File: src/rtl/mem_access.sv
// -----------------------------------------------------------------------------
// mem_access -- MEM pipeline stage: data-bus load/store sequencer + writeback reg
//
// Takes one EX/MEM record per IDLE cycle. Non-memory ops pass to the writeback
// register with one cycle of latency. Loads and stores (LB, LBU, LW, SB, SW)
// issue a single data-bus request. The pipeline is held via stallreq until
// bus_ack arrives, and then the load result (or a store bubble) is written back.
//
// Optional feature macro: MEM_TIMEOUT_EN
//   When defined, a BUSY phase that sees no bus_ack for TIMEOUT_CYC cycles is
//   aborted: bus_req drops, bus_err pulses for one cycle and no register is
//   written. When undefined, BUSY waits indefinitely and bus_err is tied low.
//
// Parameters
//   TIMEOUT_CYC  bus cycles allowed before abort (only with MEM_TIMEOUT_EN)
//
// Ports
//   clk, rst                         clock (rising edge), async active-low reset
//   mem_wd/mem_wreg/mem_wdata        destination, write enable, ALU result
//   mem_op/mem_addr/mem_sdata        memory opcode, byte address, store data
//   bus_req/we/addr/sel/wdata (out)  registered data-bus request
//   bus_ack/bus_rdata (in)           data-bus completion and read word
//   wb_wd/wb_wreg/wb_wdata (out)     registered writeback to the register file
//   stallreq (out)                   combinational pipeline hold
//   bus_err (out)                    one-cycle abort pulse (timeout build only)
// -----------------------------------------------------------------------------
module mem_access #(
  parameter int unsigned TIMEOUT_CYC = 16
) (
  input  logic        clk,
  input  logic        rst,
  input  logic [4:0]  mem_wd,
  input  logic        mem_wreg,
  input  logic [31:0] mem_wdata,
  input  logic [2:0]  mem_op,
  input  logic [31:0] mem_addr,
  input  logic [31:0] mem_sdata,
  output logic        bus_req,
  output logic        bus_we,
  output logic [31:0] bus_addr,
  output logic [3:0]  bus_sel,
  output logic [31:0] bus_wdata,
  input  logic        bus_ack,
  input  logic [31:0] bus_rdata,
  output logic [4:0]  wb_wd,
  output logic        wb_wreg,
  output logic [31:0] wb_wdata,
  output logic        stallreq,
  output logic        bus_err
);

  localparam logic [2:0] OP_LB  = 3'b001;
  localparam logic [2:0] OP_LBU = 3'b010;
  localparam logic [2:0] OP_LW  = 3'b011;
  localparam logic [2:0] OP_SB  = 3'b100;
  localparam logic [2:0] OP_SW  = 3'b101;

  // A zero timeout would abort every transaction before it could complete.
  if (TIMEOUT_CYC == 0) begin : g_cfg_check
    $error("mem_access: TIMEOUT_CYC must be nonzero");
  end

  typedef enum logic [0:0] {
    ST_IDLE = 1'b0,
    ST_BUSY = 1'b1
  } state_e;

  // True for the five opcodes that touch the data bus; every other code is a no-op.
  function automatic logic is_mem_op(input logic [2:0] op);
    logic r;
    case (op)
      OP_LB, OP_LBU, OP_LW, OP_SB, OP_SW: r = 1'b1;
      default:                            r = 1'b0;
    endcase
    return r;
  endfunction

  // Little-endian byte-lane enables; word ops ignore the low address bits.
  function automatic logic [3:0] lane_sel(input logic [2:0] op, input logic [1:0] lo);
    logic [3:0] r;
    case (op)
      OP_LW, OP_SW: r = 4'b1111;
      default:      r = 4'b0001 << lo;
    endcase
    return r;
  endfunction

  // Byte stores replicate the byte on every lane so any lane the slave picks is valid.
  function automatic logic [31:0] store_data(input logic [2:0] op, input logic [31:0] sdata);
    logic [31:0] r;
    case (op)
      OP_SB:   r = {4{sdata[7:0]}};
      OP_SW:   r = sdata;
      default: r = 32'h0000_0000;
    endcase
    return r;
  endfunction

  // Extracts the addressed byte and extends it (signed for LB, unsigned for LBU).
  function automatic logic [31:0] load_data(input logic [2:0] op, input logic [1:0] lo,
                                            input logic [31:0] rdata);
    logic [7:0]  b;
    logic [31:0] r;
    case (lo)
      2'd0:    b = rdata[7:0];
      2'd1:    b = rdata[15:8];
      2'd2:    b = rdata[23:16];
      2'd3:    b = rdata[31:24];
      default: b = 8'h00;
    endcase
    case (op)
      OP_LB:   r = {{24{b[7]}}, b};
      OP_LBU:  r = {24'h00_0000, b};
      OP_LW:   r = rdata;
      default: r = 32'h0000_0000;
    endcase
    return r;
  endfunction

  state_e      state_q, state_d;
  logic        bus_req_q, bus_req_d;
  logic        bus_we_q, bus_we_d;
  logic [31:0] bus_addr_q, bus_addr_d;
  logic [3:0]  bus_sel_q, bus_sel_d;
  logic [31:0] bus_wdata_q, bus_wdata_d;
  logic [4:0]  wb_wd_q, wb_wd_d;
  logic        wb_wreg_q, wb_wreg_d;
  logic [31:0] wb_wdata_q, wb_wdata_d;

  logic        is_mem_s;
  logic        is_store_s;

  assign is_mem_s   = is_mem_op(mem_op);
  assign is_store_s = (mem_op == OP_SB) || (mem_op == OP_SW);

`ifdef MEM_TIMEOUT_EN
  localparam int unsigned CNT_W = $clog2(TIMEOUT_CYC + 1);
  // Count value during the last allowed BUSY cycle.
  localparam logic [CNT_W-1:0] TMO_LAST = CNT_W'(TIMEOUT_CYC - 1);

  logic [CNT_W-1:0] tmo_cnt_q, tmo_cnt_d;
  logic             bus_err_q, bus_err_d;
  logic             tmo_hit_s;

  // Abort fires in the last allowed BUSY cycle only if the ack has not arrived.
  assign tmo_hit_s = (state_q == ST_BUSY) && !bus_ack && (tmo_cnt_q == TMO_LAST);
  assign bus_err   = bus_err_q;
`else
  assign bus_err   = 1'b0;
`endif

  // Pipeline hold: raised as soon as a memory op is seen, released in the
  // cycle the transaction ends (ack or abort) so upstream advances on that edge.
  always_comb begin
    stallreq = 1'b0;
    case (state_q)
      ST_IDLE: stallreq = is_mem_s;
`ifdef MEM_TIMEOUT_EN
      ST_BUSY: stallreq = !bus_ack && !tmo_hit_s;
`else
      ST_BUSY: stallreq = !bus_ack;
`endif
      default: stallreq = 1'b0;
    endcase
  end

  // Next-state and next-output computation for the IDLE/BUSY sequencer.
  always_comb begin
    state_d     = state_q;
    bus_req_d   = bus_req_q;
    bus_we_d    = bus_we_q;
    bus_addr_d  = bus_addr_q;
    bus_sel_d   = bus_sel_q;
    bus_wdata_d = bus_wdata_q;
    wb_wd_d     = wb_wd_q;
    wb_wreg_d   = wb_wreg_q;
    wb_wdata_d  = wb_wdata_q;
`ifdef MEM_TIMEOUT_EN
    tmo_cnt_d   = tmo_cnt_q;
    bus_err_d   = 1'b0;
`endif
    case (state_q)
      ST_IDLE: begin
        if (is_mem_s) begin
          state_d     = ST_BUSY;
          bus_req_d   = 1'b1;
          bus_we_d    = is_store_s;
          bus_addr_d  = {mem_addr[31:2], 2'b00};
          bus_sel_d   = lane_sel(mem_op, mem_addr[1:0]);
          bus_wdata_d = store_data(mem_op, mem_sdata);
          // Bubble while the bus transaction is outstanding.
          wb_wreg_d   = 1'b0;
`ifdef MEM_TIMEOUT_EN
          tmo_cnt_d   = {CNT_W{1'b0}};
`endif
        end else begin
          bus_req_d   = 1'b0;
          wb_wd_d     = mem_wd;
          wb_wreg_d   = mem_wreg;
          wb_wdata_d  = mem_wdata;
        end
      end
      ST_BUSY: begin
        if (bus_ack) begin
          state_d    = ST_IDLE;
          bus_req_d  = 1'b0;
          wb_wd_d    = mem_wd;
          if (is_store_s) begin
            wb_wreg_d  = 1'b0;
            wb_wdata_d = mem_wdata;
          end else begin
            wb_wreg_d  = mem_wreg;
            wb_wdata_d = load_data(mem_op, mem_addr[1:0], bus_rdata);
          end
`ifdef MEM_TIMEOUT_EN
        end else if (tmo_hit_s) begin
          state_d    = ST_IDLE;
          bus_req_d  = 1'b0;
          bus_err_d  = 1'b1;
          wb_wreg_d  = 1'b0;
        end else begin
          tmo_cnt_d  = tmo_cnt_q + CNT_W'(1);
`else
        end else begin
          state_d    = ST_BUSY;
`endif
        end
      end
      default: begin
        state_d   = ST_IDLE;
        bus_req_d = 1'b0;
      end
    endcase
  end

  // State and registered outputs; reset abandons any in-flight transaction.
  always_ff @(posedge clk or negedge rst) begin
    if (!rst) begin
      state_q     <= ST_IDLE;
      bus_req_q   <= 1'b0;
      bus_we_q    <= 1'b0;
      bus_addr_q  <= 32'h0000_0000;
      bus_sel_q   <= 4'b0000;
      bus_wdata_q <= 32'h0000_0000;
      wb_wd_q     <= 5'd0;
      wb_wreg_q   <= 1'b0;
      wb_wdata_q  <= 32'h0000_0000;
`ifdef MEM_TIMEOUT_EN
      tmo_cnt_q   <= {CNT_W{1'b0}};
      bus_err_q   <= 1'b0;
`endif
    end else begin
      state_q     <= state_d;
      bus_req_q   <= bus_req_d;
      bus_we_q    <= bus_we_d;
      bus_addr_q  <= bus_addr_d;
      bus_sel_q   <= bus_sel_d;
      bus_wdata_q <= bus_wdata_d;
      wb_wd_q     <= wb_wd_d;
      wb_wreg_q   <= wb_wreg_d;
      wb_wdata_q  <= wb_wdata_d;
`ifdef MEM_TIMEOUT_EN
      tmo_cnt_q   <= tmo_cnt_d;
      bus_err_q   <= bus_err_d;
`endif
    end
  end

  assign bus_req   = bus_req_q;
  assign bus_we    = bus_we_q;
  assign bus_addr  = bus_addr_q;
  assign bus_sel   = bus_sel_q;
  assign bus_wdata = bus_wdata_q;
  assign wb_wd     = wb_wd_q;
  assign wb_wreg   = wb_wreg_q;
  assign wb_wdata  = wb_wdata_q;

endmodule

File: config.mk
export PLATFORM = sky130hd
export DESIGN_NAME = mem_access
export DESIGN_NICKNAME = d
export VERILOG_FILES = /design/src/rtl/mem_access.sv
export SDC_FILE = /design/constraint.sdc
export NUM_CORES = 1
export LEC_CHECK = 0
export CORE_MARGIN = 2
export CORE_UTILIZATION = 42
export CTS_BUF_LIST = sky130_fd_sc_hd__clkbuf_8
export CTS_CLUSTER_DIAMETER = 80
export DETAILED_ROUTE_END_ITERATION = 10
export PLACE_DENSITY = 0.8
export REMOVE_ABC_BUFFERS = 1
export SLEW_MARGIN = 20
export SYNTH_ARGS = -nofsm -noshare
export SYNTH_HDL_FRONTEND = slang
export SYNTH_SLANG_ARGS = --single-unit
export TNS_END_PERCENT = 50
File: constraint.sdc
create_clock -name clk -period 4.4 [get_ports clk]
set_clock_uncertainty 0.05 [all_clocks]
set_input_delay 1.32 -clock clk [delete_from_list [all_inputs] [get_ports clk]]
set_output_delay 1.32 -clock clk [all_outputs]
set_load 0.1 [all_outputs]
; Word level (Yosys, flattened, before mapping)
; Cells that the tools add are included.
; W data, S select, Z words.
[classes]
eq_ne = 10
muxes = 22
bitwise_logic = 1
shift = 1
reduce_logical = 7
[ops]
columns = op, count
row1 = $pmux W32 S2, 2
row2 = $mux W32, 3
row3 = $pmux W32 S3, 1
row4 = $pmux W8 S4, 1
row5 = $mux W5, 2
row6 = $pmux W5 S2, 1
row7 = $pmux W1 S2, 4
row8 = $mux W1, 7
row9 = $eq A3 B2 Y1 const B, 2
row10 = $eq A3 B3 Y1 const B, 2
row11 = $reduce_or A5 Y1, 1
row12 = $eq A2 B2 Y1 const B, 2
row13 = $mux W4, 1
row14 = $ne A2 B2 Y1 const B, 2
row15 = $reduce_and A2 Y1, 2
row16 = $shl A1 B2 Y4 const A, 1
row17 = $eq A3 B1 Y1 const B, 1
row18 = $eq A2 B1 Y1 const B, 1
row19 = $logic_not A2 Y1, 1
row20 = $reduce_or A2 Y1, 1
row21 = $logic_not A1 Y1, 1
row22 = $logic_or A1 B1 Y1, 1
row23 = $not A1 Y1, 1
[word_totals]
wordCells = 50
register_bits = 107
output_inout_bits = 110

; Depth between registers and ports, before layout
; Gate-level depths: netlist of the first run.
[logic_depth]
ltp_word = 6
depth_mapped = 10

; Worst setup path before layout of the first run
; Ideal clock, no wire load.
[synth_timing]
path_kind = input to output
startpoint = input port mem_op[1]
endpoint = output port stallreq
t_required_ps = 3030
arrival_ps = 2835
slack_ps = 195
cell_stages = 8
n_path_buf = 3
cell_sequence = buf_2 > inv_1 > ha_1 > mux2_2 > and2_4 > buf_6 > inv_2 > buf_4
[synth_via]
elab_chain_len = 4
elab_cells_between_ends = 8
classes_between = eq/ne (5) / mux (2) / reduce/logical (1)
[synth_lines]
columns = element, line_no
row1 = start: declaration, 35  ; input logic [2:0] mem_op,
row2 = "$eq A3 B3 Y1, or another cell as far along", 71  ; case (op)
row3 = $reduce_or A5 Y1 *, 71
row4 = $mux W1 *, 71
row5 = $pmux W1 S2 *, 156  ; case (state_q)
row6 = end: declaration, 48  ; output logic stallreq,
; Mark *: on every way between the ends. The rest lies on a longest branch, timed or not.

; Worst setup path after layout of the first run
; Same ends and word-level chain as after synthesis.

==> results of run 1 <==
## path summary, 6_finish.rpt
| check | from | end | slack (ps) | cells past startpoint |
|---|---|---|---|---|
| min in group asynchronous | rst | wb_wd[2] | 880 | 1 |
| setup reg to reg | state_q | wb_wdata[25] | 2090 | 5 |
| hold / removal | wb_wd[4] | wb_wd[4] | 420 | 2 |
| max in group asynchronous | rst | bus_addr[9] | 2620 | 2 |
| hold reg to reg | wb_wd[4] | wb_wd[4] | 420 | 2 |
| setup / recovery | mem_op[1] | stallreq | 80 | 7 |
## through the flow
step	worst slack, ps	instances	power (mW)	utilization (%)	hold WS (ps)
after floorplan	164	463	3.27	-	528
after global placement	130	892	4.01	64.4	400
after detailed placement	96.1	892	4.05	64.4	406
after CTS	87.7	908	4.62	65.9	430
after global routing	23.7	908	4.76	65.9	458
final	79.2	908	4.59	65.9	424
## sequential cells by signal, indices dropped and copies added, names as in the netlist
register and count:
wb_wdata 32, bus_wdata 32, bus_sel 4, bus_addr 30, state_q 1, bus_we 1
wb_wreg 1, bus_req 1, wb_wd 5
## power by group through the flow
stage / clock network, mW / registers (mW) / logic, mW
after floorplan: 0 / 2.88 / 0.398
after global placement: 0 / 1.32 / 2.68
after detailed placement: 0 / 1.33 / 2.71
after CTS: 0.585 / 1.32 / 2.72
after global routing: 0.622 / 1.34 / 2.79
final: 0.563 / 1.32 / 2.71
## synth_stat cells, drive strengths merged, types with 2 or more instances
cell type | count | area (um^2)
dfrtp | 107 | 2680
nor2 | 58 | 228
a21oi | 53 | 269
mux2 | 39 | 439
nand2 | 39 | 149
a22o | 30 | 263
o22ai | 30 | 188
clkbuf | 26 | 97.6
buf | 25 | 169
a22oi | 24 | 180
inv | 13 | 48.8
o21ai | 13 | 65.1
nor2b | 10 | 62.6
o211ai | 9 | 67.6
a221oi | 6 | 52.6
and3 | 3 | 18.8
a211oi | 2 | 20.0
and2 | 2 | 15.0
and3b | 2 | 17.5
ha | 2 | 25.0
mux2i | 2 | 20.0
nor3b | 2 | 20.0
## layout by cell type, fill, tap and decap left out, types with 2 or more instances in the layout
master	netlist	routed
a22o_1	30	30
a22oi_1	24	24
nand2_1	38	38
clkinv_2	0	3
o211ai_1	9	9
buf_4	8	15
o22ai_1	30	30
a21oi_1	52	52
inv_1	12	12
mux2_2	39	39
clkbuf_8	0	10
ha_1	2	2
dfrtp_1	107	107
o21ai_0	13	13
conb_1	1	3
mux2i_1	2	2
a221oi_1	6	6
nor2_2	4	4
nor2_1	54	54
nor2b_1	10	9
clkdlybuf4s50_1	0	244
and3_1	3	3
and3b_1	2	2
## worst register-to-register path, delay by kind of cell, from the launching register on
kind	cells	cell delay (ps)
AOI/OAI and AO/OA	1	190
buffers and inverters	1	260
DFF	1	480
and+or+nand+nor	3	1190
## cell families after synthesis
family / count (synthesis) / share of synthesized area (%)
DFF: 107 / 51.2
and+or+nand+nor: 121 / 10.5
buffers and inverters: 64 / 6.03
AOI/OAI and AO/OA: 173 / 22.1
adders and majority gates: 3 / 0.670
xor gates and xnor gates: 1 / 0.168
muxes: 42 / 9.22
other: 1 / 0.0718
## final cells by class
type,instances,share of cell area [%]
repair buffers,261,32.5
inverters,13,0.614
multi-input cells,343,28.3
clock inverters,6,0.504
clock buffers,10,1.73
well taps,168,2.64
flip-flops and latches,107,33.7
## routing by layer
layer	part of all wire (%)	track usage, %	up-vias
met5	0	0	-
met4	2.7	9.96	0
met3	8.0	4.45	38
met2	48	42.2	260
met1	41	33.2	2398
li1	-	-	2273
==> impl_metrics.csv, run 1 <==
group,metric,value,unit
outcome,status,"finished, final reports clean",
floorplan,fp.dieArea,13300,um^2
clock_network,hold_buffers,0,
worst_hold_path,min_path_type,"flop to flop",
clock_network,clkTransAtPathRegs,100,ps
synthesis,synthDistinctLibCells,47,
power,ir_drop,0.307,mV
clock_network,clockRootBuffer,"clkbuf_8",
sta,hold_violations,0,
place,place.gp.congestion,0.844,
synthesis,synth_seq_area_share,51.2,%
global_route,grt_start_max_net_pins,106,
clock_network,htreeDepth,3,
floorplan,core_area,12100,um^2
floorplan,die-width,116,um
place,port-buffer-count,246,
floorplan,fp.dieH,116,um
synthesis,syn_avg_cell_area,10.2,um^2
power,clkPwrFrac,12.3,%
sta,setup_tns,0,ps
critical_path,critPathCaptureType,"output pin",
global_route,gr-total-overflow,0,
critical_path,crit_slowest_cell,"clkdlybuf4s50_1",
power,p_comb_share,59.0,%
global_route,grt.total_usage,25.4,%
floorplan,ios,250,
sta,rsz0062_at_grt,"no",
critical_path,slowest_delay,520,ps
power,swShare,54.4,%
synthesis,netlist_area,5230,um^2
final_layout,synthToLayoutAreaGrowth,52.2,%
clock_network,cts_resized,0,
critical_path,required,3030,ps
critical_path,crit_family,"buffers and inverters",
power,power-per-cell-area,577,nW/um^2
final_layout,antenna_cells,0,
global_route,first_global_vias,4994,
synthesis,synth_async_sr_flop_share,100,%
place,post_dp_cell_area,7770,um^2
sta,finalSetupViolations,0,
global_route,antenna_found_initial,0,
drt,wl_per_cell,18.9,um
final_layout,design_area,7950,um^2
power,power_frac_seq,28.7,%
global_route,grt_pass1_wl,26400,um
clock_network,cts.path.max_buffers,2,
clock_network,cts_tree,"built",
sta,max_freq,231,MHz
drt,drtIter0Drc,623,
sta,finalCritPeriodShare,98.2,%
run,max_cap_viol_count,0,
critical_path,crit_chain,"clkdlybuf4s50_1, inv_1, ha_1, mux2_2, and2_4, inv_2, buf_12",
critical_path,start_kind,"input pin",
drt,drt_first_pass_iters,5,
power,p_leak,3.26,nW
sta,relSlewSlack,26.5,%
synthesis,ys_seq_elements,107,
final_layout,fillers,943,
synthesis,synth_cells,512,
floorplan,initial_utilization,43.3,%
power,p_sw,2.50,mW
critical_path,critical_path_class,"input pin to output pin",
sta,tightest_slew,1100,ps
drt,routed_wl,17200,um
synthesis,yosys_warnings,0,
final_layout,multi_input_area,2250,um^2
critical_path,critPathBufInv,4,
power,p_int,2.09,mW
sta,maxSlewViolCount,0,
clock_network,postCtsSetupBuffers,0,
synthesis,synth_flop_cell,"dfrtp_1",
final_layout,layout.nets,877,
critical_path,cp_max_fo,3,
drt,vias,4969,
critical_path,arrival,2950,ps
place,hpwl,12500,um
clock_network,clk_latency,360,ps
drt,remaining_drc_errors,0,
synthesis,synth_edf_count,0,
floorplan,rows,40,
clock_network,cts_buffers,9,
drt,routed_via_density,5.47,
drt,ant_nets,0,
final_layout,regArea,2680,um^2
final_layout,drive_gt1_share,11.9,%
sta,finalCriticalPeriod,4320,ps
clock_network,cts_sinks,107,
No activity file was read; power rests on OpenSTA's default activity.
==> run 2: changes to the inputs <==
--- a/config.mk
+++ b/config.mk
@@ -5,7 +5,6 @@
 export SDC_FILE = /design/constraint.sdc
 export NUM_CORES = 1
 export LEC_CHECK = 0
-export CORE_MARGIN = 2
 export CORE_UTILIZATION = 42
 export CTS_BUF_LIST = sky130_fd_sc_hd__clkbuf_8
 export CTS_CLUSTER_DIAMETER = 80
==> impl_metrics.csv, run 2 (synthesis gave the netlist of run 1 again) <==
group,metric,value,unit
drt,routed_via_density,5.48,
floorplan,ios,250,
sta,tightest_slew,1050,ps
power,power_frac_seq,28.8,%
power,p_comb_share,59.2,%
worst_hold_path,whs_endpoint,"wb_wd[3]",
place,place.gp.congestion,0.819,
final_layout,antenna_cells,0,
worst_hold_path,min_path_type,"flop to flop",
clock_network,cts_sinks,107,
critical_path,critical_path_class,"input pin to output pin",
critical_path,crit_chain,"clkdlybuf4s50_1, inv_1, ha_1, mux2_2, and2_4, inv_2, buf_12",
floorplan,core_area,12100,um^2
sta,finalCriticalPeriod,4310,ps
clock_network,clkTransAtPathRegs,100,ps
drt,drtIter0Drc,439,
floorplan,fp.dieH,114,um
global_route,first_global_vias,4933,
global_route,grt.total_usage,26.2,%
clock_network,cts.path.max_buffers,2,
clock_network,clk_latency,370,ps
final_layout,layout.nets,877,
clock_network,cts_buffers,9,
clock_network,cts_tree,"built",
final_layout,final_cell_mix,"244 x clkdlybuf4s50_1, 107 x dfrtp_1, 54 x nor2_1, 52 x a21oi_1, 39 x mux2_2",
clock_network,clockRootBuffer,"clkbuf_8",
final_layout,fin_util,65.7,%
drt,ant_nets,0,
critical_path,arrival,2940,ps
critical_path,worstReg2RegStart,"state_q",
final_layout,design_area,7920,um^2
sta,hold_violations,0,
sta,finalCritPeriodShare,98.0,%
final_layout,synthToLayoutAreaGrowth,51.7,%
sta,relSlewSlack,29.5,%
critical_path,rr_worst_depth,5,
critical_path,critPathCaptureType,"output pin",
sta,setup_tns,0,ps
place,post_dp_cell_area,7770,um^2
outcome,status,"finished, final reports clean",
sta,maxSlewViolCount,0,
worst_hold_path,min_path_cells,2,
power,clkPwrFrac,12.0,%
critical_path,crit_slowest_cell,"clkdlybuf4s50_1",
clock_network,htreeDepth,3,
final_layout,layout.cells.most_common,"clkdlybuf4s50_1",
drt,routed_wl,16700,um
power,p_leak,3.25,nW
power,finalPower,4.57,mW
critical_path,r2r-end,"wb_wdata[26]",
power,ir_drop,0.275,mV
drt,remaining_drc_errors,0,
drt,wl_per_cell,18.5,um
floorplan,fp.dieArea,12900,um^2
global_route,grt_start_max_net_pins,106,
global_route,antenna_found_initial,0,
drt,vias,4952,
global_route,grt_pass1_wl,26300,um
critical_path,start_kind,"input pin",
floorplan,rows,40,
clock_network,postCtsSetupBuffers,0,
worst_hold_path,hp-start,"wb_wd[3]",
place,hpwl,12200,um
final_layout,drive_gt1_share,11.3,%
sta,rsz0062_at_grt,"no",
power,p_int,2.09,mW
floorplan,initial_utilization,43.3,%
sta,finalSetupViolations,0,
power,p_sw,2.47,mW
global_route,gr-total-overflow,0,
power,swShare,54.1,%
critical_path,required,3030,ps
run,max_cap_viol_count,0,
critical_path,rrSetupSlack,2050,ps
critical_path,cp_max_fo,3,
sta,max_freq,232,MHz
drt,drt_first_pass_iters,4,
place,port-buffer-count,246,
critical_path,crit_path_start,"mem_op[1]",
floorplan,die-width,114,um
critical_path,slowest_delay,510,ps
clock_network,hold_buffers,0,
clock_network,cts_resized,0,
power,power-per-cell-area,576,nW/um^2
==> run 2: per-stage QoR <==
step	hold slack (ps)	instances	setup WS, ps
after floorplan	528	463	164
after global placement	400	892	123
after detailed placement	406	892	95.9
after CTS	428	904	82.5
after global routing	456	904	21.0
final	427	904	89.4
==> run 2: cell type report <==
| cell class | count | area [um^2] |
|---|---|---|
| Fill cell | 967 | 4140 |
| Sequential cell | 107 | 2680 |
| Timing Repair Buffer | 261 | 2580 |
| Multi-Input combinational cell | 343 | 2250 |
| Tap cell | 168 | 210 |
| Clock buffer | 11 | 151 |
| Inverter | 13 | 48.8 |
| Clock inverter | 1 | 3.75 |
==> run 2: worst max-delay path by stage <==
stage	end	slack, ps
after floorplan	stallreq	160
after global placement	stallreq	120
after detailed placement	stallreq	100
after CTS	stallreq	80
after global routing	stallreq	20
final	stallreq	90
==> run 2: worst max-delay path: cells and delay by family <==
family,cells,cell delay [ps]
mux,1,280
fa+ha+maj,1,320
buf+inv,4,830
simple gates,1,180
==> run 2: metal layers <==
layer	wire length (um)	global-route usage [%]	vias up	share of wire (%)
li1	-	-	2270	-
met1	6890	32.7	2428	41
met2	8160	44.6	231	49
met3	1270	5.69	23	7.6
met4	359	10.2	0	2.2
met5	0	0	-	0
==> run 2: power by group through the flow <==
stage | clock (mW) | combinational (mW) | sequential (mW)
6_report | 0.547 | 2.70 | 1.32
3_5_place_dp | 0 | 2.71 | 1.33
3_3_place_gp | 0 | 2.68 | 1.32
5_1_grt | 0.597 | 2.78 | 1.34
4_1_cts | 0.559 | 2.71 | 1.32
2_1_floorplan | 0 | 0.398 | 2.88
==> run 3: changes to the inputs <==
--- a/config.mk
+++ b/config.mk
@@ -11,6 +11,7 @@
 export DETAILED_ROUTE_END_ITERATION = 10
 export PLACE_DENSITY = 0.8
 export REMOVE_ABC_BUFFERS = 1
+export SETUP_SLACK_MARGIN = 0.02
 export SLEW_MARGIN = 20
 export SYNTH_ARGS = -nofsm -noshare
 export SYNTH_HDL_FRONTEND = slang
==> results of run 3 <==
No change in the layout: final DEF, timing and power equal those of run 2.
